==> src/rtl/arm_pkg.sv <==
// Shared ARM datapath definitions: condition codes and {N,Z,C,V} flag positions.
package arm_pkg;

   localparam logic [3:0] COND_EQ = 4'b0000;
   localparam logic [3:0] COND_NE = 4'b0001;
   localparam logic [3:0] COND_CS = 4'b0010;
   localparam logic [3:0] COND_CC = 4'b0011;
   localparam logic [3:0] COND_MI = 4'b0100;
   localparam logic [3:0] COND_PL = 4'b0101;
   localparam logic [3:0] COND_VS = 4'b0110;
   localparam logic [3:0] COND_VC = 4'b0111;
   localparam logic [3:0] COND_HI = 4'b1000;
   localparam logic [3:0] COND_LS = 4'b1001;
   localparam logic [3:0] COND_GE = 4'b1010;
   localparam logic [3:0] COND_LT = 4'b1011;
   localparam logic [3:0] COND_GT = 4'b1100;
   localparam logic [3:0] COND_LE = 4'b1101;
   localparam logic [3:0] COND_AL = 4'b1110;
   localparam logic [3:0] COND_NV = 4'b1111;

   localparam int FLAG_N = 3;
   localparam int FLAG_Z = 2;
   localparam int FLAG_C = 1;
   localparam int FLAG_V = 0;

endpackage

==> src/rtl/cond_unit_if.sv <==
// Decoder/ALU-facing signal bundle of the conditional-execution unit.
interface cond_unit_if;

   logic [3:0] Cond;
   logic [3:0] ALUFlags;
   logic [1:0] FlagW;
   logic       PCS;
   logic       RegW;
   logic       MemW;
   logic       NoWrite;
   logic       PCSrc;
   logic       RegWrite;
   logic       MemWrite;
   logic       CondEx;
   logic [3:0] Flags;

   modport master (
      output Cond, ALUFlags, FlagW, PCS, RegW, MemW, NoWrite,
      input  PCSrc, RegWrite, MemWrite, CondEx, Flags
   );

   modport slave (
      input  Cond, ALUFlags, FlagW, PCS, RegW, MemW, NoWrite,
      output PCSrc, RegWrite, MemWrite, CondEx, Flags
   );

endinterface

==> src/rtl/cond_unit_check.sv <==
// Combinational ARM condition-field evaluator; kept standalone so a pipelined
// controller can reuse it on forwarded flags.
module cond_check
   import arm_pkg::*;
(
   input  logic [3:0] i_cond,
   input  logic [3:0] i_flags,
   output logic       o_cond_ex
);

   logic w_n, w_z, w_c, w_v;

   assign w_n = i_flags[FLAG_N];
   assign w_z = i_flags[FLAG_Z];
   assign w_c = i_flags[FLAG_C];
   assign w_v = i_flags[FLAG_V];

   always_comb begin
      o_cond_ex = 1'b1;
      case (i_cond)
         COND_EQ: o_cond_ex = w_z;
         COND_NE: o_cond_ex = ~w_z;
         COND_CS: o_cond_ex = w_c;
         COND_CC: o_cond_ex = ~w_c;
         COND_MI: o_cond_ex = w_n;
         COND_PL: o_cond_ex = ~w_n;
         COND_VS: o_cond_ex = w_v;
         COND_VC: o_cond_ex = ~w_v;
         COND_HI: o_cond_ex = w_c & ~w_z;
         COND_LS: o_cond_ex = ~w_c | w_z;
         COND_GE: o_cond_ex = (w_n == w_v);
         COND_LT: o_cond_ex = (w_n != w_v);
         COND_GT: o_cond_ex = ~w_z & (w_n == w_v);
         COND_LE: o_cond_ex = w_z | (w_n != w_v);
         COND_AL: o_cond_ex = 1'b1;
         // NV is treated as unconditional rather than trapping
         COND_NV: o_cond_ex = 1'b1;
         default: o_cond_ex = 1'b1;
      endcase
   end

endmodule

==> src/rtl/cond_unit.sv <==
// Conditional-execution unit: holds {N,Z,C,V}, evaluates Cond on the stored
// flags and gates the decoder's PC/register/memory write requests.
module cond_unit
   import arm_pkg::*;
#(
   parameter logic [3:0] FLAGS_RESET = 4'b0000
) (
   input  logic        clk,
   input  logic        reset,
   cond_unit_if.slave  bus
);

   logic [1:0] r_flags_nz;
   logic [1:0] r_flags_cv;
   logic [3:0] w_flags;
   logic       w_cond_ex;
   logic       w_we_nz;
   logic       w_we_cv;

   assign w_flags = {r_flags_nz, r_flags_cv};

   cond_check u_cond_check (
      .i_cond    (bus.Cond),
      .i_flags   (w_flags),
      .o_cond_ex (w_cond_ex)
   );

   // Write enables use the old flags, so a self-dependent instruction gates on pre-update state
   assign w_we_nz = bus.FlagW[1] & w_cond_ex;
   assign w_we_cv = bus.FlagW[0] & w_cond_ex;

   always_ff @(posedge clk) begin
      if (reset) begin
         r_flags_nz <= FLAGS_RESET[FLAG_N:FLAG_Z];
      end else if (w_we_nz) begin
         r_flags_nz <= bus.ALUFlags[FLAG_N:FLAG_Z];
      end
   end

   always_ff @(posedge clk) begin
      if (reset) begin
         r_flags_cv <= FLAGS_RESET[FLAG_C:FLAG_V];
      end else if (w_we_cv) begin
         r_flags_cv <= bus.ALUFlags[FLAG_C:FLAG_V];
      end
   end

   assign bus.CondEx   = w_cond_ex;
   assign bus.Flags    = w_flags;
   assign bus.PCSrc    = ~reset & bus.PCS  & w_cond_ex;
   assign bus.RegWrite = ~reset & bus.RegW & w_cond_ex & ~bus.NoWrite;
   assign bus.MemWrite = ~reset & bus.MemW & w_cond_ex;

endmodule

==> src/flat_wrapper.sv <==
// flat-port wrapper written by rule: the top's interface ports become plain ports
module cond_unit_flat import arm_pkg::*;
#(
   parameter logic [3:0] FLAGS_RESET = 4'b0000
)
  (clk, reset, bus_Cond, bus_ALUFlags, bus_FlagW, bus_PCS, bus_RegW, bus_MemW, bus_NoWrite, bus_PCSrc, bus_RegWrite, bus_MemWrite, bus_CondEx, bus_Flags);
  cond_unit_if bus_i ();
  input  logic clk;
  input  logic reset;
  input wire logic [$bits(bus_i.Cond)-1:0] bus_Cond;
  input wire logic [$bits(bus_i.ALUFlags)-1:0] bus_ALUFlags;
  input wire logic [$bits(bus_i.FlagW)-1:0] bus_FlagW;
  input wire logic [$bits(bus_i.PCS)-1:0] bus_PCS;
  input wire logic [$bits(bus_i.RegW)-1:0] bus_RegW;
  input wire logic [$bits(bus_i.MemW)-1:0] bus_MemW;
  input wire logic [$bits(bus_i.NoWrite)-1:0] bus_NoWrite;
  output wire logic [$bits(bus_i.PCSrc)-1:0] bus_PCSrc;
  output wire logic [$bits(bus_i.RegWrite)-1:0] bus_RegWrite;
  output wire logic [$bits(bus_i.MemWrite)-1:0] bus_MemWrite;
  output wire logic [$bits(bus_i.CondEx)-1:0] bus_CondEx;
  output wire logic [$bits(bus_i.Flags)-1:0] bus_Flags;
  assign bus_i.Cond = bus_Cond;
  assign bus_i.ALUFlags = bus_ALUFlags;
  assign bus_i.FlagW = bus_FlagW;
  assign bus_i.PCS = bus_PCS;
  assign bus_i.RegW = bus_RegW;
  assign bus_i.MemW = bus_MemW;
  assign bus_i.NoWrite = bus_NoWrite;
  assign bus_PCSrc = bus_i.PCSrc;
  assign bus_RegWrite = bus_i.RegWrite;
  assign bus_MemWrite = bus_i.MemWrite;
  assign bus_CondEx = bus_i.CondEx;
  assign bus_Flags = bus_i.Flags;
  cond_unit #(.FLAGS_RESET(FLAGS_RESET)) u_core (.clk(clk), .reset(reset), .bus(bus_i));
endmodule
==> config.mk <==
export PLATFORM = sky130hd
export DESIGN_NAME = cond_unit_flat
export DESIGN_NICKNAME = d
export VERILOG_FILES = /design/src/rtl/arm_pkg.sv /design/src/rtl/cond_unit_if.sv /design/src/rtl/cond_unit_check.sv /design/src/rtl/cond_unit.sv /design/src/flat_wrapper.sv
export SDC_FILE = /design/constraint.sdc
export NUM_CORES = 1
export LEC_CHECK = 0
export BUFFER_PORTS_ARGS = -buffer_cell sky130_fd_sc_hd__buf_2
export CAP_MARGIN = 10
export CORE_AREA = 2 2 39 41
export CTS_CLUSTER_DIAMETER = 40
export CTS_CLUSTER_SIZE = 14
export DETAILED_ROUTE_END_ITERATION = 16
export DIE_AREA = 0 0 41 43
export GPL_ROUTABILITY_DRIVEN = 1
export PLACE_DENSITY = 0.7
export SYNTH_ARGS = -nofsm -noshare
export SYNTH_HDL_FRONTEND = slang
export SYNTH_HIERARCHICAL = 1
export SYNTH_SLANG_ARGS = --single-unit
==> constraint.sdc <==
create_clock -name clk -period 4.1 [get_ports clk]
set_clock_uncertainty 0.1 [all_clocks]
set_input_delay 0 -clock clk [delete_from_list [all_inputs] [get_ports clk]]
set_output_delay 0 -clock clk [all_outputs]
set_load 0.02 [all_outputs]
After elaboration in Yosys (flattened, before gate mapping)
Cells that the tools add are included.
{ "totals": {"ff_bits": 4, "wordCells": 41} }
{ "classes": {"eq_ne": 17, "n_mux": 1, "bitwise": 19, "reduce_logical": 2} }
{ "op_table": {"columns": ["op", "n"], "rows": [
  ["4-bit equality test, second input constant", 8],
  ["4-bit by 3-bit equality test with 1-bit output, second input constant", 4],
  ["1-bit case mux with 15 select lines", 1],
  ["1-bit bitwise AND", 11],
  ["4-bit by 2-bit equality test with 1-bit output, second input constant", 2],
  ["1-bit NOT", 6],
  ["4-bit by 1-bit equality test with 1-bit output, second input constant", 1],
  ["4-bit logical NOT", 1],
  ["1-bit OR", 2],
  ["2-bit OR reduction", 1],
  ["1-bit equality test", 1],
  ["1-bit != test", 1]
]} }

Depth between registers and ports, before layout
Gate-level depths: netlist of the first run.
{ "depth": {"ltp_word": 5, "mapped_depth": 9} }

Hierarchy
Netlist of the first run, hierarchy kept.
{ "by_module_without_submodules": {"columns": ["mod", "instances", "cells_per_inst", "area_per_inst_um2"], "rows": [
  ["cond_check", 1, 29, 201.4],
  ["cond_unit", 1, 20, 201.4]
]} }

Least setup slack after synthesis of the first run
No wires, ideal clock.
{ "synth_path": {"path_kind": "register to output", "startpoint": "register u_core.r_flags_cv[0]", "endpoint": "output port bus_RegWrite", "arrival_time_ps": 2260, "required_ps": 4000, "slack_ps": 1740, "path_stages_with_launch": 8, "path_buffers": 1, "cell_sequence": "dfxtp_1 -> xor2_1 -> or4_1 -> nand2_1 -> a22oi_1 -> o21ai_1 -> buf_6 -> nor4bb_1"} }
{ "synth_between": {"elab_chain_cells": 5, "word_cells_on_any_way": 8, "cone_classes": "eq/ne (2); mux (1); bitwise (5)"} }
{ "synth_rtl": {"columns": ["item", "line", "source"], "rows": [
  ["start: declaration", "cond_unit.sv:14", "logic [1:0] r_flags_cv;"],
  ["start signal: assignment", "cond_unit.sv:42", "r_flags_cv <= FLAGS_RESET[FLAG_C:FLAG_V];"],
  ["start signal: assignment", "cond_unit.sv:44", "r_flags_cv <= bus.ALUFlags[FLAG_C:FLAG_V];"],
  ["1-bit != test / 1-bit equality test (equally long branches)", null, null],
  ["1-bit OR / 1-bit bitwise AND (equally long branches)", "cond_unit_check.sv:34, cond_unit_check.sv:33", null],
  ["1-bit case mux with 15 select lines *", "cond_unit_check.sv:20", "case (i_cond)"],
  ["net bus_CondEx", "flat_wrapper.sv:20", "output wire logic [$bits(bus_i.CondEx)-1:0] bus_CondEx;"],
  ["1-bit bitwise AND * (2 in series)", "cond_unit.sv:51", "assign bus.RegWrite = ~reset & bus.RegW & w_cond_ex & ~bus.NoWrite;"],
  ["end: declaration", "flat_wrapper.sv:18", "output wire logic [$bits(bus_i.RegWrite)-1:0] bus_RegWrite;"]
]} }
The timed path passes the listed nets; every way through them passes the cells marked *.

Final worst setup path of the first run
{ "layout_path": {"startpoint": "register u_core.r_flags_nz[1]", "endpoint": "register u_core.r_flags_nz[1]"} }
{ "layout_between": {"elab_chain_cells": 4, "word_cells_on_any_way": 7, "cone_classes": "eq/ne (2); mux (1); bitwise (4)"} }
{ "layout_rtl": {"columns": ["item", "line", "source"], "rows": [
  ["start: declaration", "cond_unit.sv:13", "logic [1:0] r_flags_nz;"],
  ["start signal: assignment", "cond_unit.sv:34", "r_flags_nz <= FLAGS_RESET[FLAG_N:FLAG_Z];"],
  ["start signal: assignment", "cond_unit.sv:36", "r_flags_nz <= bus.ALUFlags[FLAG_N:FLAG_Z];"],
  ["1-bit != test / 1-bit equality test (equally long branches)", null, null],
  ["1-bit OR / 1-bit bitwise AND (equally long branches)", "cond_unit_check.sv:34, cond_unit_check.sv:33", null],
  ["1-bit case mux with 15 select lines *", "cond_unit_check.sv:20", null],
  ["1-bit bitwise AND *", "cond_unit.sv:29", "assign w_we_nz = bus.FlagW[1] & w_cond_ex;"]
]} }
Mark *: on every way between the ends. The rest lies on a longest branch, timed or not.
A chain may end at the register's enable or synchronous reset.

==> results.json, run 1 <==
{
  "run_status": "finished, final reports clean",
  "total_power_mw": 0.159,
  "postRouteAntennaNets": 0,
  "synth.distinct_cells": 27,
  "clk_path_buf_depth": 2,
  "slew_headroom": 0.480,
  "htree_levels": 1,
  "yosysMostFrequentCell": "a21oi_1",
  "rsz0062_at_grt": "no",
  "synth_fa_ha_area_frac": 0,
  "yosys_warnings": 6,
  "gp_congestion": 0.823,
  "syn_inst": 49,
  "dr.pass1.iters": 4,
  "synth-xor-area-share": 0.0870,
  "yosysTopAreaCellShare": 0.199,
  "arrival_ns": 3.18,
  "postLayoutSetupSlackWorst_ns": 0.991,
  "power_leakage_nw": 0.305,
  "pwr_density_cell_nw_per_um2": 251,
  "yosysSeqAreaShare": 0.199,
  "num_rows": 14,
  "layout.nets": 100,
  "cts_buffers": 3,
  "design.core.area_um2": 1380,
  "via_count": 515,
  "grt_usage": 0.179,
  "root_buffer": "clkbuf_4",
  "fmax_ghz": 0.322,
  "period_minus_slack_ns": 3.11,
  "setup_viol": 0,
  "slowest_delay_ns": 0.62,
  "cts_resized": 0,
  "path_buf_inv": 2,
  "ys.flop_type": "dfxtp_1",
  "synth_area_leaders": "dfxtp_1 20%, a21oi_1 8.7%, a21bo_1 7.5%",
  "critical_path.top_delay_family": "buffers and inverters",
  "grt_start_max_net_pins": 13,
  "syn_to_final_growth_pct": 56.5,
  "hold_violations": 0,
  "syn_nets": 65,
  "cp_slowest_cell": "o21ai_1",
  "setup_tns_ns": 0,
  "synth_top_area_cell": "dfxtp_1",
  "drc_errors": 0,
  "grt_pass1_wl_um": 2130,
  "irDropWorstVdd_mv": 0.205,
  "maxCapViolations": 0,
  "synth.area.mux_share": 0,
  "cts.clk_slew.worst_paths_ns": 0.03,
  "syn_area_um2": 403,
  "insertion_delay_ns": 0.23,
  "utilization": 0.456,
  "required_ns": 4.17,
  "io_buffers": 23,
  "dp_hpwl_um": 757,
  "tritoncts": "built",
  "drive_gt1_frac": 0.390,
  "wl_um": 1320,
  "max_slew.worst_pin.slew_ns": 0.775,
  "first_global_vias": 507,
  "synth-seq-cells": 4,
  "die_x_um": 41,
  "slew_viol_final": 0,
  "dieArea_um2": 1760,
  "synth_compound_area_frac": 0.326,
  "synth_top_family_by_area": "compound AO/OA/AOI/OAI gates",
  "wl_per_cell_um": 13.4,
  "cp_common_cell": "a21oi_1",
  "path_class": "register to register",
  "whs_ns": 0.0547,
  "yosys.area_share.simple": 0.304,
  "cp_max_fo": 12,
  "synth_edf_count": 0,
  "boundaryPins": 24,
  "fill_cells": 124,
  "avgSynthCellArea_um2": 8.22,
  "routed_via_density": 5.26,
  "initialDrtViolationCount": 17,
  "ys_async_sr_fraction": 0,
  "hold_class": "primary input to register",
  "min_period_over_period": 0.758,
  "cts_setup_buffers": 0,
  "antenna_found_initial": 0,
  "initial_core_util": 0.291,
  "cp_cell_sequence": "nand2b_1, a21oi_1, a221o_2, a21oi_1, o21ai_1, nand3_1, dlygate4sd3_1, a21oi_1, dlygate4sd3_1",
  "grt_overflow": 0,
  "place_ws_ns": 2.10,
  "worst_setup_path_end_kind": "register",
  "fp.dieH_um": 43,
  "start_kind": "register",
  "yosys-top-cells-count": "7 x a21oi_1, 4 x dfxtp_1, 4 x nand3_1",
  "diodes": 0,
  "cts.sinks": 4
}
==> state kept, by name (all words and copies together) (netlist names) <==
register,flops
u_core/r_flags_nz,2
u_core/r_flags_cv,2
==> layout make-up <==
type                    instances  area, um2  share of cell area
clock buffers                   3       22.5              0.0357
inverters                       1       3.75             0.00595
well taps                      16       20.0              0.0317
multi-input cells              41        289               0.458
flip-flops and latches          4       80.1               0.127
repair buffers                 33        215               0.341
==> timing repair <==
action	CTS	global route
hold buffers	10	0
hold endpoints to repair	4	0
setup endpoints to repair	0	0
==> per-layer routing <==
metal / up-vias / track usage / part of all wire
met3: 0 / 0.0471 / 0.092
met1: 232 / 0.208 / 0.37
met4: 0 / 0.0600 / 0
met5: - / 0 / 0
met2: 31 / 0.297 / 0.54
li1: 252 / - / -
==> metrics by stage <==
step | cell area [um2] | instances
floorplan | 403 | 49
global placement | 508 | 85
detailed placement | 508 | 85
CTS | 631 | 98
global route | 631 | 98
finish | 631 | 98
==> path summary, 6_finish.rpt <==
kind / from / to / slack [ns] / cells after the start
max: u_core/r_flags_nz[1] / u_core/r_flags_nz[1] / 0.99 / 9
min reg2reg: u_core/r_flags_nz[0] / u_core/r_flags_nz[0] / 0.59 / 2
min: bus_FlagW[1] / u_core/r_flags_nz[0] / 0.05 / 3
max reg2reg: u_core/r_flags_nz[1] / u_core/r_flags_nz[1] / 0.99 / 9
==> cells by family after synthesis <==
family	count (synthesis)
AO/OA/AOI/OAI	18
AND/OR/NAND/NOR	19
flip-flops	4
XOR/XNOR	4
buffers and inverters	4
==> cell usage in the layout, fill, tap and decap left out, types with 2 or more instances in the layout <==
master / Yosys / routed
a21bo_1: 3 / 3
a21oi_1: 7 / 7
and3b_1: 2 / 2
and3b_2: 2 / 2
buf_2: 0 / 23
clkbuf_4: 0 / 3
dfxtp_1: 4 / 4
dlygate4sd3_1: 0 / 10
nand2_1: 2 / 2
nand3_1: 4 / 4
nor2_1: 2 / 2
nor2b_1: 2 / 2
xnor2_1: 3 / 3
==> worst register-to-register path, cell delays in order, from the launching register on <==
cell and delay, ns:
dfxtp_1 0.46, nand2b_1 0.10, a21oi_1 0.15, a221o_2 0.12, a21oi_1 0.06, o21ai_1 0.62, nand3_1 0.17, dlygate4sd3_1 0.60
a21oi_1 0.13, dlygate4sd3_1 0.56
==> power breakdown <==
group	internal, mW	switching [mW]
logic	0.0320	0.0334
registers	0.0419	0.00414
clock network	0.0326	0.0146
total	0.106	0.0521
Power figures use the tool's default switching activity.
==> run 2: changes to the inputs <==
==> constraint.sdc (replaced) <==
create_clock -name clk -period 3.1 [get_ports clk]
set_clock_uncertainty 0.1 [all_clocks]
set_input_delay 0 -clock clk [delete_from_list [all_inputs] [get_ports clk]]
set_output_delay 0 -clock clk [all_outputs]
set_load 0.02 [all_outputs]
==> results.json, run 2 (synthesized netlist as in run 1, its figures left out) <==
{
  "root_buffer": "clkbuf_4",
  "grt_pass1_wl_um": 2040,
  "postRouteAntennaNets": 0,
  "slew_viol_final": 0,
  "gp_congestion": 0.812,
  "min_period_over_period": 0.935,
  "first_global_vias": 504,
  "start_kind": "register",
  "power_leakage_nw": 0.313,
  "max_slew.worst_pin.slew_ns": 0.474,
  "insertion_delay_ns": 0.24,
  "total_power_mw": 0.216,
  "final_cell_mix": "23 x buf_2, 11 x dlygate4sd3_1, 7 x a21oi_1",
  "irDropWorstVdd_mv": 0.207,
  "hold_class": "primary input to output port",
  "grt_overflow": 0,
  "diodes": 0,
  "reg_top3": "u_core/r_flags_cv: 2 flops, u_core/r_flags_nz: 2 flops",
  "routed_via_density": 5.21,
  "initialDrtViolationCount": 7,
  "antenna_found_initial": 0,
  "cts_buffers": 3,
  "design.core.area_um2": 1380,
  "rsz0062_at_grt": "no",
  "dieArea_um2": 1760,
  "cts.clk_slew.worst_paths_ns": 0.04,
  "setup_tns_ns": 0,
  "boundaryPins": 24,
  "fp.dieH_um": 43,
  "drive_gt1_frac": 0.398,
  "worst_setup_path_end_kind": "register",
  "setup_viol": 0,
  "grt_start_max_net_pins": 13,
  "dr.pass1.iters": 4,
  "io_buffers": 23,
  "num_rows": 14,
  "clk_path_buf_depth": 2,
  "fmax_ghz": 0.345,
  "htree_levels": 1,
  "run_status": "finished, final reports clean",
  "grt_usage": 0.177,
  "cp_max_fo": 12,
  "pwr_density_cell_nw_per_um2": 335,
  "path_class": "register to register",
  "die_x_um": 41,
  "layout_commonest_cell": "buf_2",
  "dp_hpwl_um": 739,
  "maxCapViolations": 0,
  "tritoncts": "built",
  "via_count": 516,
  "arrival_ns": 2.98,
  "wl_um": 1320,
  "wl_per_cell_um": 13.4,
  "period_minus_slack_ns": 2.90,
  "slew_headroom": 0.684,
  "drc_errors": 0,
  "hold_violations": 0,
  "layout.nets": 101,
  "required_ns": 3.18,
  "cts.sinks": 4,
  "initial_core_util": 0.291,
  "syn_to_final_growth_pct": 59.9
}
[run 2: changes by cell type in the layout (fill, tap and decap cells not counted), sizes merged]
cell | previous run | this run
dlygate4sd3 | 10 | 11
[run 2: power by group]
group	leakage (nW)	switching (mW)	internal (mW)
logic	0.266	0.0452	0.0439
clock network	0.0138	0.0227	0.0434
registers	0.0327	0.00542	0.0553
[run 2: stage by stage]
stage | cells | setup slack (ns) | utilization | cell area (um2) | hold WS (ns)
floorplan | 49 | 0.740 | - | 403 | -0.0309
global placement | 85 | 1.13 | 0.367 | 508 | 0.144
detailed placement | 85 | 1.11 | 0.367 | 508 | 0.155
CTS | 99 | 0.0987 | 0.463 | 641 | 0.157
global route | 99 | 0.0573 | 0.466 | 644 | 0.176
finish | 99 | 0.200 | 0.466 | 644 | 0.157
[run 2: final cells by class]
type | count | area, um2
Clock buffer | 3 | 22.5
Fill cell | 128 | 739
Inverter | 1 | 3.75
Multi-Input combinational cell | 41 | 293
Sequential cell | 4 | 80.1
Tap cell | 16 | 20.0
Timing Repair Buffer | 34 | 225
[run 2: routing by layer]
layer | vias to the layer above | global-route usage | share of wire
li1 | 251 | - | -
met4 | 0 | 0.107 | 0.023
met5 | - | 0 | 0
met2 | 25 | 0.294 | 0.49
met3 | 4 | 0.0471 | 0.076
met1 | 236 | 0.185 | 0.41
[run 2: worst paths after layout]
check | startpoint | to | slack, ns | depth (start not counted)
min | bus_NoWrite | bus_RegWrite | 0.16 | 3
max reg2reg | u_core/r_flags_nz[1] | u_core/r_flags_cv[0] | 0.20 | 9
max | u_core/r_flags_nz[1] | u_core/r_flags_cv[0] | 0.20 | 9
min reg2reg | u_core/r_flags_nz[0] | u_core/r_flags_nz[0] | 1.09 | 3
[run 2: critical path, stage by stage, from the launching register on]
cell	delay, ns
dfxtp_1	0.45
nand2b_1	0.08
a21oi_1	0.15
a221o_2	0.12
a21oi_1	0.07
o21ai_2	0.42
nand3_1	0.12
dlygate4sd3_1	0.57
a21oi_1	0.16
dlygate4sd3_1	0.59
[run 2: what timing repair did]
action	in CTS	in global routing
setup buffers	0	0
gates resized for setup	0	1
endpoints found under the hold margin	4	0
hold buffers	11	0
endpoints found under the setup margin	0	3
